==> config.mk <==
export PLATFORM = sky130hd
export DESIGN_NAME = multibit_fifo_word_packer
export DESIGN_NICKNAME = d
export VERILOG_FILES = /design/src/rtl/multibit_fifo_word_packer.sv
export SDC_FILE = /design/constraint.sdc
export NUM_CORES = 1
export LEC_CHECK = 0
export CORE_UTILIZATION = 35
export CTS_BUF_LIST = sky130_fd_sc_hd__clkbuf_4 sky130_fd_sc_hd__clkbuf_8
export DETAILED_ROUTE_END_ITERATION = 8
export PLACE_DENSITY = 0.66
export SETUP_SLACK_MARGIN = 0.05
export SYNTH_ARGS = -nofsm -noshare
export SYNTH_HDL_FRONTEND = slang
export SYNTH_SLANG_ARGS = --single-unit
==> constraint.sdc <==
create_clock -name aclk -period 2.1 [get_ports aclk]
set_clock_uncertainty 0.15 [all_clocks]
set_input_delay 0.42 -clock aclk [delete_from_list [all_inputs] [get_ports aclk]]
set_output_delay 0.42 -clock aclk [all_outputs]
set_load 0.05 [all_outputs]
==> src/rtl/multibit_fifo_word_packer.sv <==
// multibit_fifo_word_packer: packs IN_WIDTH beats LSB-lane first into IN_WIDTH*RATIO words for the multibit FIFO synchronizer.
// Define MULTIBIT_FIFO_WORD_PACKER_TIMEOUT_EN to auto-flush partial words after TIMEOUT_CYCLES idle cycles.
module multibit_fifo_word_packer #(
   parameter int IN_WIDTH       = 8,
   parameter int RATIO          = 4,
   parameter int TIMEOUT_CYCLES = 16
) (
   input  logic                         aclk,
   input  logic                         areset,
   input  logic                         s_valid,
   input  logic [IN_WIDTH-1:0]          s_data,
   input  logic                         s_last,
   output logic                         s_ready,
   output logic                         m_valid,
   output logic [IN_WIDTH*RATIO-1:0]    m_data,
   output logic [$clog2(RATIO+1)-1:0]   m_count,
   output logic                         m_last,
   input  logic                         m_ready
);
   localparam int W  = IN_WIDTH * RATIO;
   localparam int CW = $clog2(RATIO + 1);
   localparam int LW = $clog2(RATIO);
   logic [LW-1:0] cnt;
   logic [W-1:0]  acc, merged, out_data;
   logic [CW-1:0] out_count;
   logic          out_last, out_valid, accept, complete, flush;
   assign s_ready  = !out_valid | m_ready;
   assign accept   = s_valid & s_ready;
   assign complete = accept & (s_last | cnt == LW'(RATIO - 1));
   assign m_valid  = out_valid;
   assign m_data   = out_data;
   assign m_count  = out_count;
   assign m_last   = out_last;
   // new beat lands in lane cnt; lanes above it are forced to zero
   for (genvar g = 0; g < RATIO; g++) begin : g_lane
      assign merged[g*IN_WIDTH +: IN_WIDTH] = cnt == LW'(g) ? s_data :
                                              cnt >  LW'(g) ? acc[g*IN_WIDTH +: IN_WIDTH] : '0;
   end
`ifdef MULTIBIT_FIFO_WORD_PACKER_TIMEOUT_EN
   logic [15:0] idle_cnt;
   logic        idle_hit;
   assign idle_hit = idle_cnt == 16'(TIMEOUT_CYCLES - 1);
   assign flush    = idle_hit & cnt != '0 & s_ready & !accept;
   // saturates at the threshold so a blocked flush fires as soon as the output frees up
   always_ff @(posedge aclk)
      if (areset || accept || flush || cnt == '0) idle_cnt <= '0;
      else if (!idle_hit) idle_cnt <= idle_cnt + 16'd1;
`else
   assign flush = 1'b0;
`endif
   always_ff @(posedge aclk) begin
      if (areset) begin
         cnt       <= '0;
         acc       <= '0;
         out_data  <= '0;
         out_count <= '0;
         out_last  <= 1'b0;
         out_valid <= 1'b0;
      end else begin
         if (m_ready) out_valid <= 1'b0;
         if (complete || flush) begin
            out_data  <= complete ? merged : acc;
            out_count <= complete ? CW'(cnt) + CW'(1) : CW'(cnt);
            out_last  <= complete & s_last;
            out_valid <= 1'b1;
            cnt       <= '0;
            acc       <= '0;
         end else if (accept) begin
            cnt <= cnt + LW'(1);
            acc <= merged;
         end
      end
   end
endmodule

# Word level (Yosys, flattened, before mapping)
# Cells that the tools add are included.
[word_totals]
regBits = 71
out_inout_bits = 38
word_cells = 34
[op_classes]
add_sub_neg = 2
n_lt_le_gt_ge = 4
eq_ne = 3
muxes = 10
bitwise = 5
n_reduce_logical = 4
[op_table]
columns = ["cell", "count"]
rows = [
  ["$mux W8", 8],
  ["$eq A2 B2 Y1 const B", 2],
  ["$gt A2 B1 Y1 const B", 2],
  ["$gt A2 B2 Y1 const B", 2],
  ["$add A2 B1 Y3 const B", 1],
  ["$and A1 B1 Y1", 3],
  ["$add A2 B1 Y2 const B", 1],
  ["$eq A2 B1 Y1 const B", 1],
  ["$logic_not A2 Y1", 1],
  ["$mux W1", 2],
  ["$or A1 B1 Y1", 2],
  ["$reduce_bool A2 Y1", 1],
  ["$reduce_or A2 Y1", 1],
  ["$logic_not A1 Y1", 1],
]

# Depth between registers and ports, before layout
# Gate-level depths: netlist of run 1.
[logic_depth]
depth_word = 5
mapped_depth = 7

# Worst setup path before layout of run 1
# OpenSTA, ideal clock, no wires.
[synth_path]
path_type = "reg2out"
from = "register out_valid, in the netlist m_valid"
to = "output s_ready"
arrival_ns = 1.280
required_time_ns = 1.530
path_slack_ns = 0.250
path_stages_with_launch = 5
path_buffers = 2
cell_sequence = "dfxtp_1 > nor2b_2 > buf_6 > inv_6 > buf_2"
[synth_via]
elab_chain_cells = 2
[synth_lines]
columns = ["element", "line", "rtl"]
rows = [
  ["start: declaration", "26", "logic out_last, out_valid, accept, complete, flush;"],
  ["start signal: assignment", "58", "out_valid <= 1'b0;"],
  ["start signal: assignment", "60", "if (m_ready) out_valid <= 1'b0;"],
  ["start signal: assignment", "65", "out_valid <= 1'b1;"],
  ["$logic_not A1 Y1", "27", "assign s_ready = !out_valid | m_ready;"],
  ["$or A1 B1 Y1", "27", ""],
  ["end: declaration", "13", "output logic s_ready,"],
]
# Every way passes these cells.

# Final worst setup path of run 1
[layout_path]
from = "input m_ready"
to = "output s_ready"
[layout_via]
elab_chain_cells = 1
[layout_lines]
columns = ["element", "line", "rtl"]
rows = [
  ["start: declaration", "18", "input logic m_ready"],
  ["$or A1 B1 Y1", "27", ""],
]
# Every way passes these cells.

==> results of run 1 <==
cells by family (layout without fill, tap and decap cells):
logic type / count (synthesis) / after routing / synth area share
muxes: 8 / 8 / 0.03032
adders and majority gates: 5 / 5 / 0.02369
DFF: 63 / 63 / 0.4775
and+or+nand+nor: 38 / 38 / 0.1056
AOI/OAI and AO/OA: 111 / 111 / 0.3008
buffers and inverters: 27 / 89 / 0.06205
routing by layer:
layer,vias to the layer above,global-route usage
met5,-,0
met4,0,0.09384
met3,13,0.04198
met2,61,0.3119
met1,1053,0.2183
li1,1084,-
worst max path at each step:
stage / start / end / slack (ns) / cells after the start
finish: m_ready / s_ready / 0.17 / 4
global route: m_ready / s_ready / 0.14 / 4
CTS: m_ready / s_ready / 0.16 / 4
detailed placement: s_valid / acc[0] / 0.07 / 5
global placement: m_ready / m_data[19] / 0.1 / 6
floorplan: m_valid / s_ready / 0.25 / 4
flip-flops by register name, summed over array words and instances (netlist names):
| signal | flops |
|---|---|
| m_data | 32 |
| m_count | 3 |
| acc | 24 |
| m_valid | 1 |
| cnt | 2 |
| m_last | 1 |
layout by cell type (no fill, tap or decap), types with 11 or more instances in the layout:
master / netlist / final
a211oi_1: 17 / 17
dfxtp_1: 63 / 63
a21oi_1: 28 / 28
clkbuf_8: 0 / 11
a31oi_1: 17 / 17
and3b_1: 16 / 16
nand3_1: 12 / 12
o2bb2ai_1: 24 / 24
dlygate4sd2_1: 0 / 20
buf_4: 5 / 31
clkdlybuf4s50_1: 0 / 12
stage by stage:
step,instance area [um2],setup slack (ns),hold slack (ns),instances,util
final,3468,0.1744,0.3063,413,0.4756
after global routing,3468,0.1403,0.3217,413,0.4756
after CTS,3468,0.1636,0.3101,413,0.4756
after detailed placement,3262,0.07172,0.2945,397,0.4473
after global placement,3262,0.09844,0.2868,397,0.4473
after floorplan,2641,0.2504,0.2748,252,-
power breakdown:
part	switching [uW]	leakage, uW	internal [uW]
clock	450	0.000120	758
sequential	26.4	0.000513	1240
combinational	296	0.000813	160
total	772	0.00145	2160
worst register-to-register path: cells and delay by family (launching register included):
kind | cells | cell delay, ns
flops | 1 | 0.45
fa+ha+maj | 1 | 0.25
compound gates | 2 | 0.38
simple gates | 1 | 0.26
buf+inv | 1 | 0.21
cell type report:
cell class	count	area [um2]
sequential	63	1261
fill	702	3824
clock buffer	13	166.4
inverter	6	27.53
multi-input combinational	162	1216
clock inverter	3	65.06
tap	99	123.9
timing repair buffer	67	608.1
==> results.ini, run 1 <==
[synth]
async_reset_ff_frac=0
yosysTopAreaCellShare=0.4775
yosysSeqAreaShare=0.4775
syn-num-nets=270
synth_area_um2=2641
ys_top_cells_by_count=dfxtp_1, a21oi_1, o2bb2ai_1, a211oi_1, a31oi_1
synth_edf_count=0
synthTopCellsByArea=dfxtp_1, o2bb2ai_1, a21oi_1, and3b_1, a211oi_1
avgSynthCellArea_um2=10.48
synth_seq_cells=63
post-synth-top-count-cell=dfxtp_1
yosys.area.top_type=dfxtp_1
synthCells=252
synth-main-ff-cell=dfxtp_1
synth_cell_types=34
yosysWarnings=0

[placed_design]
dp_hpwl_mm=4.578
port_buffers=50
gp_congestion=0.7389

[run]
maxCapViolCount=0

[setup_path]
reg2reg_from=cnt[1]
cp.required_ns=1.53
crit_fanout=12
start_kind=input port
crit_path_top_delay_cell=clkdlybuf4s50_1
crit_type=input port to output port
ff2ff_path_depth=5
critPathMaxStageDelay_ns=0.41
endpoint_kind=output port
worstPathArrival_ns=1.36
cp_num_buf_inv=3
r2r_end=m_data[19]
critPathTopFamily=buffers and inverters
reg2reg_slack_ns=0.29
crit_path_cell_trace=clkdlybuf4s50_1, nor2b_2, inv_6, buf_4

[cts]
cts_buffers=9
htreeDepth=3
cts.hold.buffers_added=0
clkLatencyLatePin_ns=0.34
clock-sinks=63
clk_pin_slew_ns=0.06
cts_resized=20
root_buffer=clkbuf_8
postCtsSetupBuffers=0
cts_tree=built
clock_path_buffers=2

[run_status]
status=finished, final reports clean

[final_layout]
drive_above_1_share=0.1943
fin_nets=327
syn2layout_area_growth_pct=31.31
num_antenna_cells=0

[drt]
wl_per_cell_um=16.28
first_iter_violations=82
route.met2.wl_mm=3.236
highest_layer=met4
met1_length_mm=3.000
dr.pass1.iters=4
wl_met3_um=337
detail-route-antenna-nets=0
remaining_drc_errors=0
routed_wl_mm=6.725
viasPerCell=5.354
vias=2211

[min_path]
hold_class=flop to flop
holdCritStartpoint=acc[15]
whs_path_depth=1
min_to=acc[15]

[timing]
drv_slew=0
worst-slew-pin-transition_ns=0.5069
slew_headroom=0.6634
hold_viol_final=0
fin_crit_ns=1.926
setup_viol=0
rsz0062_at_grt=no
layout_worst_path_cycle_share=0.9170
max_freq_mhz=519.3
tns_ns=0

[die]
initial_utilization=0.3622
fp-row-count=31
die_w_um=88.87
die-area_um2=7898
core_um2=7292
pin_count=51
die_h_um=88.87

[power_and_ir_drop]
p_leak_uw=0.001446
finalPower_uw=2932
peakVddDrop_mv=0.2756
cellPowerDensity_nw_per_um2=845.4

[global_route]
grt_pass1_vias=2099
antenna_found_initial=0
grt_pass1_wl_mm=10.57
grtUsageTotal=0.1842
globalRouteOverflowTotal=0
grt_max_degree=18

(Power assumes the default switching activity.)
==> run 2: changes to the inputs <==
- CORE_MARGIN: not set -> 4
==> run 2 against run 1 <==
Compared with the run above:
- global-route usage is 2.7 points lower
- critical path depth stayed put
- clock power is 12% lower
- non-clock buffer count stayed put
- sequential power hardly changed
- die area is 14% higher
- combinational power hardly changed
- worst setup slack worse by 0.040 ns
- utilization is 0.62 points lower
- final cell count stayed put
- critical path type unchanged
==> results.ini, run 2 (synthesized netlist as in run 1, its figures left out) <==
[run]
maxCapViolCount=0  ; unchanged

[timing]
fin_crit_ns=1.966  ; +0.03996 ns
hold_viol_final=0  ; unchanged
max_freq_mhz=508.7  ; -2.0%
layout_worst_path_cycle_share=0.9360  ; +0.01903
slew_headroom=0.4849  ; -0.1785
setup_viol=0  ; unchanged
worst-slew-pin-transition_ns=0.7702  ; +0.2632 ns
drv_slew=0  ; unchanged
rsz0062_at_grt=no
setup_slack_ns=0.1344  ; -0.03996 ns

[setup_path]
cp_num_buf_inv=3  ; unchanged
crit_path_cell_trace=clkdlybuf4s50_1, nor2b_4, inv_6, buf_4
crit_type=input port to output port
start_kind=input port
crit_path_top_delay_cell=clkdlybuf4s50_1
critPathTopFamily=buffers and inverters
crit_fanout=14  ; +2
worstPathArrival_ns=1.40  ; +0.04 ns
cp.required_ns=1.53  ; about the same
critPathMaxStageDelay_ns=0.44  ; +0.03 ns
endpoint_kind=output port

[placed_design]
gp_congestion=0.8416  ; +14%
pre_cts_slack_ns=-0.09683  ; -0.1686 ns
dp.cells=397  ; unchanged
port_buffers=50  ; unchanged
dp_hpwl_mm=4.735  ; +3.4%
dpl_cell_area_um2=3232  ; -0.92%

[power_and_ir_drop]
p_switching_uw=786.8  ; +1.9%
cellPowerDensity_nw_per_um2=814.3  ; -3.7%
p_leak_uw=0.001459  ; +0.92%
finalPower_uw=2787  ; -4.9%
combinationalPowerShare=0.163  ; +0.008
peakVddDrop_mv=0.2883  ; +4.6%
clock_power_share=0.382  ; -0.030
switching_share=0.2823  ; +0.01903
p_seq_frac=0.455  ; +0.022
p_int_uw=2001  ; -7.4%

[global_route]
grt_max_degree=19  ; +1
antenna_found_initial=0  ; unchanged
grt.met2_usage=0.2543  ; -0.05763
grt_util_met1=0.2095  ; -0.008833
grt_pass1_wl_mm=10.76  ; +1.8%
grt-busiest-layer=met2
globalRouteOverflowTotal=0  ; unchanged
grtUsageTotal=0.1568  ; -0.02738
grt_pass1_vias=2001  ; -4.7%
use_met3=0.03984  ; -0.002137

[drt]
wl_per_cell_um=16.98  ; +4.3%
dr.pass1.iters=4  ; unchanged
viasPerCell=5.322  ; -0.59%
vias=2198  ; -0.59%
first_iter_violations=109  ; +33%
remaining_drc_errors=0  ; unchanged
routed_wl_mm=7.014  ; +4.3%
detail-route-antenna-nets=0  ; unchanged

[cts]
clkLatencyLatePin_ns=0.33  ; about the same
clock-sinks=63  ; unchanged
postCtsSetupBuffers=0  ; unchanged
cts_tree=built
cts_buffers=9  ; unchanged
clk_pin_slew_ns=0.06  ; about the same
cts.hold.buffers_added=0  ; unchanged
clock_path_buffers=2  ; unchanged
htreeDepth=3  ; unchanged
root_buffer=clkbuf_8

[final_layout]
largest_reg_flops=32  ; unchanged
fin_cells=413  ; unchanged
final_cell_mix=dfxtp_1, buf_4, a21oi_1, o2bb2ai_1
drive_above_1_share=0.2006  ; +0.006369
design_area_um2=3423  ; -1.3%
num_antenna_cells=0  ; unchanged
final_common_cell=dfxtp_1
n_fill_cell=719  ; +2.4%
fin_nets=327  ; unchanged
syn2layout_area_growth_pct=29.61

[die]
pin_count=51  ; unchanged
die_w_um=94.87  ; +6.8%
core_um2=7292  ; unchanged
die-area_um2=9000  ; +14%
initial_utilization=0.3622  ; unchanged
die_h_um=94.87  ; +6.8%
fp-row-count=31  ; unchanged

[run_status]
status=finished, final reports clean

[min_path]
hold_class=flop to flop

==> run 2: changes by cell type in the layout (fill, tap and decap cells not counted), sizes merged <==
cell	previous run	this run
clkbuf	13	12
clkinv	1	3
buf	35	37
bufinv	2	1
dlygate4sd2	20	15
dlymetal6s2s	0	3
==> run 2: metrics by stage <==
step / hold WS [ns] / TNS, ns / utilization
detailed placement: 0.2898 / -1.080 / 0.4432
CTS: 0.3085 / 0 / 0.4677
floorplan: 0.2748 / 0 / -
global placement: 0.2866 / -0.4830 / 0.4432
global route: 0.3224 / 0 / 0.4695
finish: 0.3063 / 0 / 0.4695
==> run 2: path summary, 6_finish.rpt <==
path	slack [ns]	from	cells after the start	to
setup reg to reg	0.22	cnt[0]	4	m_data[17]
setup / recovery	0.13	m_ready	4	s_ready
hold / removal	0.31	acc[14]	1	acc[14]
hold reg to reg	0.31	acc[14]	1	acc[14]
==> run 2: final cells by class <==
type	instances	area (um2)	area share
sequential	63	1261	0.3684
multi-input combinational	162	1221	0.3567
timing repair buffer	67	591.8	0.1729
clock buffer	12	152.6	0.04459
tap	99	123.9	0.03618
clock inverter	4	45.04	0.01316
inverter	6	27.53	0.008041
==> run 2: repair_timing <==
action,in CTS,in global routing
setup endpoints to repair,15,4
pin swaps,0,0
resized for setup,15,4
==> run 2: routing by layer <==
metal,routed length (um),part of all wire,up-vias
met4,61,0.0087,0
met3,390,0.056,6
met2,3315,0.47,54
met5,0,0,-
li1,-,-,1087
met1,3247,0.46,1051
==> run 2: power groups by stage <==
stage | Combinational (uW) | Clock, uW | Sequential (uW)
6_report | 455 | 1060 | 1270
5_1_grt | 484 | 1130 | 1270
4_1_cts | 456 | 1080 | 1270
3_5_place_dp | 461 | 0 | 1300
3_3_place_gp | 457 | 0 | 1300
2_1_floorplan | 189 | 0 | 1410
==> run 3: changes to the inputs <==
- CORE_UTILIZATION: 35 -> 53
- PLACE_DENSITY: 0.66 -> 0.89
==> run 3 against run 2 <==
Compared with the run above:
- fmax fell by 0.66%
- register-to-register slack barely moved
- design area fell by 2.8%
- global-route usage increased by 8.3 points
- first-iteration DRC count rose by 50%
- via count grew 1.7%
- combinational power down 2%
- utilization rose by 23 points
- final cell count shrank 8.2%
- critical path type unchanged
- largest cell class unchanged
==> results.ini, run 3 (synthesized netlist as in run 1, its figures left out) <==
[cts]
root_buffer=clkbuf_8
clkLatencyLatePin_ns=0.34  ; about the same
clock_path_buffers=2  ; unchanged
cts.hold.buffers_added=0  ; unchanged
cts_tree=built
clock-sinks=63  ; unchanged
htreeDepth=3  ; unchanged
clk_pin_slew_ns=0.06  ; about the same
cts_buffers=9  ; unchanged

[final_layout]
fin_util=0.6954  ; +0.2260
n_fill_cell=368  ; -49%
fin_nets=327  ; unchanged
multi_input_comb_area_um2=1216  ; -0.41%
regArea_um2=1262  ; about the same
drive_above_1_share=0.1731  ; -0.02756
largest_reg_flops=32  ; unchanged
syn2layout_area_growth_pct=26.01
final_common_cell=dfxtp_1
design_area_um2=3328  ; -2.8%
final_cell_mix=dfxtp_1, a21oi_1, buf_4, dlygate4sd2_1, o2bb2ai_1
num_antenna_cells=0  ; unchanged

[setup_path]
crit_fanout=16  ; +2
worstPathArrival_ns=1.41  ; about the same
endpoint_kind=output port
crit_type=input port to output port
start_kind=input port
cp.required_ns=1.53  ; about the same

[power_and_ir_drop]
peakVddDrop_mv=0.4976  ; +73%
finalPower_uw=2585  ; -7.3%
p_switching_uw=741.9  ; -5.7%
p_leak_uw=0.001422  ; -2.6%
clock_power_share=0.336  ; -0.046
switching_share=0.2870  ; +0.004739
p_seq_frac=0.492  ; +0.037
p_int_uw=1843  ; -7.9%
cellPowerDensity_nw_per_um2=776.6  ; -4.6%
combinationalPowerShare=0.172  ; +0.009

[die]
die_h_um=78.60  ; -17%
initial_utilization=0.5519  ; +0.1897
die-area_um2=6177  ; -31%
die_w_um=78.60  ; -17%
core_um2=4786  ; -34%
fp-row-count=25  ; -19%
pin_count=51  ; unchanged

[global_route]
grt_pass1_vias=2262  ; +13%
grt_pass1_wl_mm=11.25  ; +4.5%
globalRouteOverflowTotal=0  ; unchanged
grtUsageTotal=0.2402  ; +0.08334
grt_max_degree=19  ; unchanged
antenna_found_initial=0  ; unchanged

[min_path]
hold_class=flop to flop

[timing]
setup_viol=0  ; unchanged
slew_headroom=0.6645  ; +0.1796
setup_slack_ns=0.1214  ; -0.01299 ns
layout_worst_path_cycle_share=0.9422  ; +0.006188
drv_slew=0  ; unchanged
fin_crit_ns=1.979  ; +0.01299 ns
hold_viol_final=0  ; unchanged
rsz0062_at_grt=no
hold_ws_ns=0.3029  ; -0.003391 ns
worst-slew-pin-transition_ns=0.5025  ; -0.2677 ns
max_freq_mhz=505.4  ; -0.66%

[drt]
remaining_drc_errors=0  ; unchanged
dr.pass1.iters=5  ; +1
detail-route-antenna-nets=0  ; unchanged
first_iter_violations=164  ; +50%
viasPerCell=5.900  ; +11%
wl_per_cell_um=17.94  ; +5.6%
routed_wl_mm=6.800  ; -3.1%
vias=2236  ; +1.7%

[run]
maxCapViolCount=0  ; unchanged

[placed_design]
dpl_cell_area_um2=3199  ; -1.0%
dp_hpwl_mm=4.591  ; -3.0%
gp_congestion=0.9087  ; +8.0%
port_buffers=50  ; unchanged
pre_cts_slack_ns=-0.001575  ; +0.09526 ns

[run_status]
status=finished, final reports clean

## run 3: changes by cell type in the layout (fill, tap and decap cells not counted)
cell | before | now
bufinv_16 | 1 | 0
dfxtp_1 | 63 | 62
dlymetal6s2s_1 | 3 | 1
clkbuf_4 | 2 | 3
nor2b_2 | 1 | 2
buf_12 | 2 | 1
clkinv_2 | 3 | 2
dfxtp_2 | 0 | 1
clkbuf_8 | 10 | 9
nor2b_4 | 1 | 0
buf_4 | 35 | 28
dlygate4sd2_1 | 15 | 25
## run 3: worst paths after layout
path | slack (ns) | depth (start not counted) | from | endpoint
max | 0.12 | 4 | m_ready | s_ready
max reg2reg | 0.21 | 4 | cnt[0] | m_data[30]
min reg2reg | 0.30 | 1 | acc[12] | acc[12]
min | 0.30 | 1 | acc[12] | acc[12]
## run 3: critical path, cell delays in order
cell and delay (ns):
clkdlybuf4s50_1 0.42, nor2b_2 0.23, inv_6 0.12, buf_4 0.21
## run 3: what timing repair did
item | CTS | global route
pin swaps | 0 | 0
buffers inserted | 0 | 0
setup endpoints to repair | 25 | 2
cloned | 0 | 0
resized for setup | 25 | 2
endpoints found under the hold margin | 0 | 0
## run 3: power groups by stage
stage | Sequential, uW | Clock [uW] | Combinational [uW]
floorplan | 1410 | 0 | 189
global placement | 1300 | 0 | 446
CTS | 1270 | 885 | 445
detailed placement | 1300 | 0 | 455
finish | 1270 | 869 | 445
global route | 1280 | 940 | 474
## run 3: final cells by class
type,instances,area share
Timing Repair Buffer,67,0.1748
Tap cell,67,0.02519
Multi-Input combinational cell,162,0.3654
Clock inverter,2,0.003008
Sequential cell,63,0.3793
Inverter,6,0.008271
Clock buffer,12,0.04398
## run 3: metrics by stage
stage	TNS, ns	std cells
floorplan	0	252
global placement	0	365
detailed placement	-0.001575	365
CTS	0	379
global route	0	379
finish	0	379
## run 3: per-layer routing
| metal | up-vias | track usage | wire, um | part of all wire |
|---|---|---|---|---|
| met3 | 12 | 0.06881 | 540 | 0.079 |
| met4 | 0 | 0.1136 | 129 | 0.019 |
| met5 | - | 0 | 0 | 0 |
| li1 | 1081 | - | - | - |
| met1 | 1058 | 0.2812 | 2732 | 0.40 |
| met2 | 85 | 0.4024 | 3397 | 0.50 |
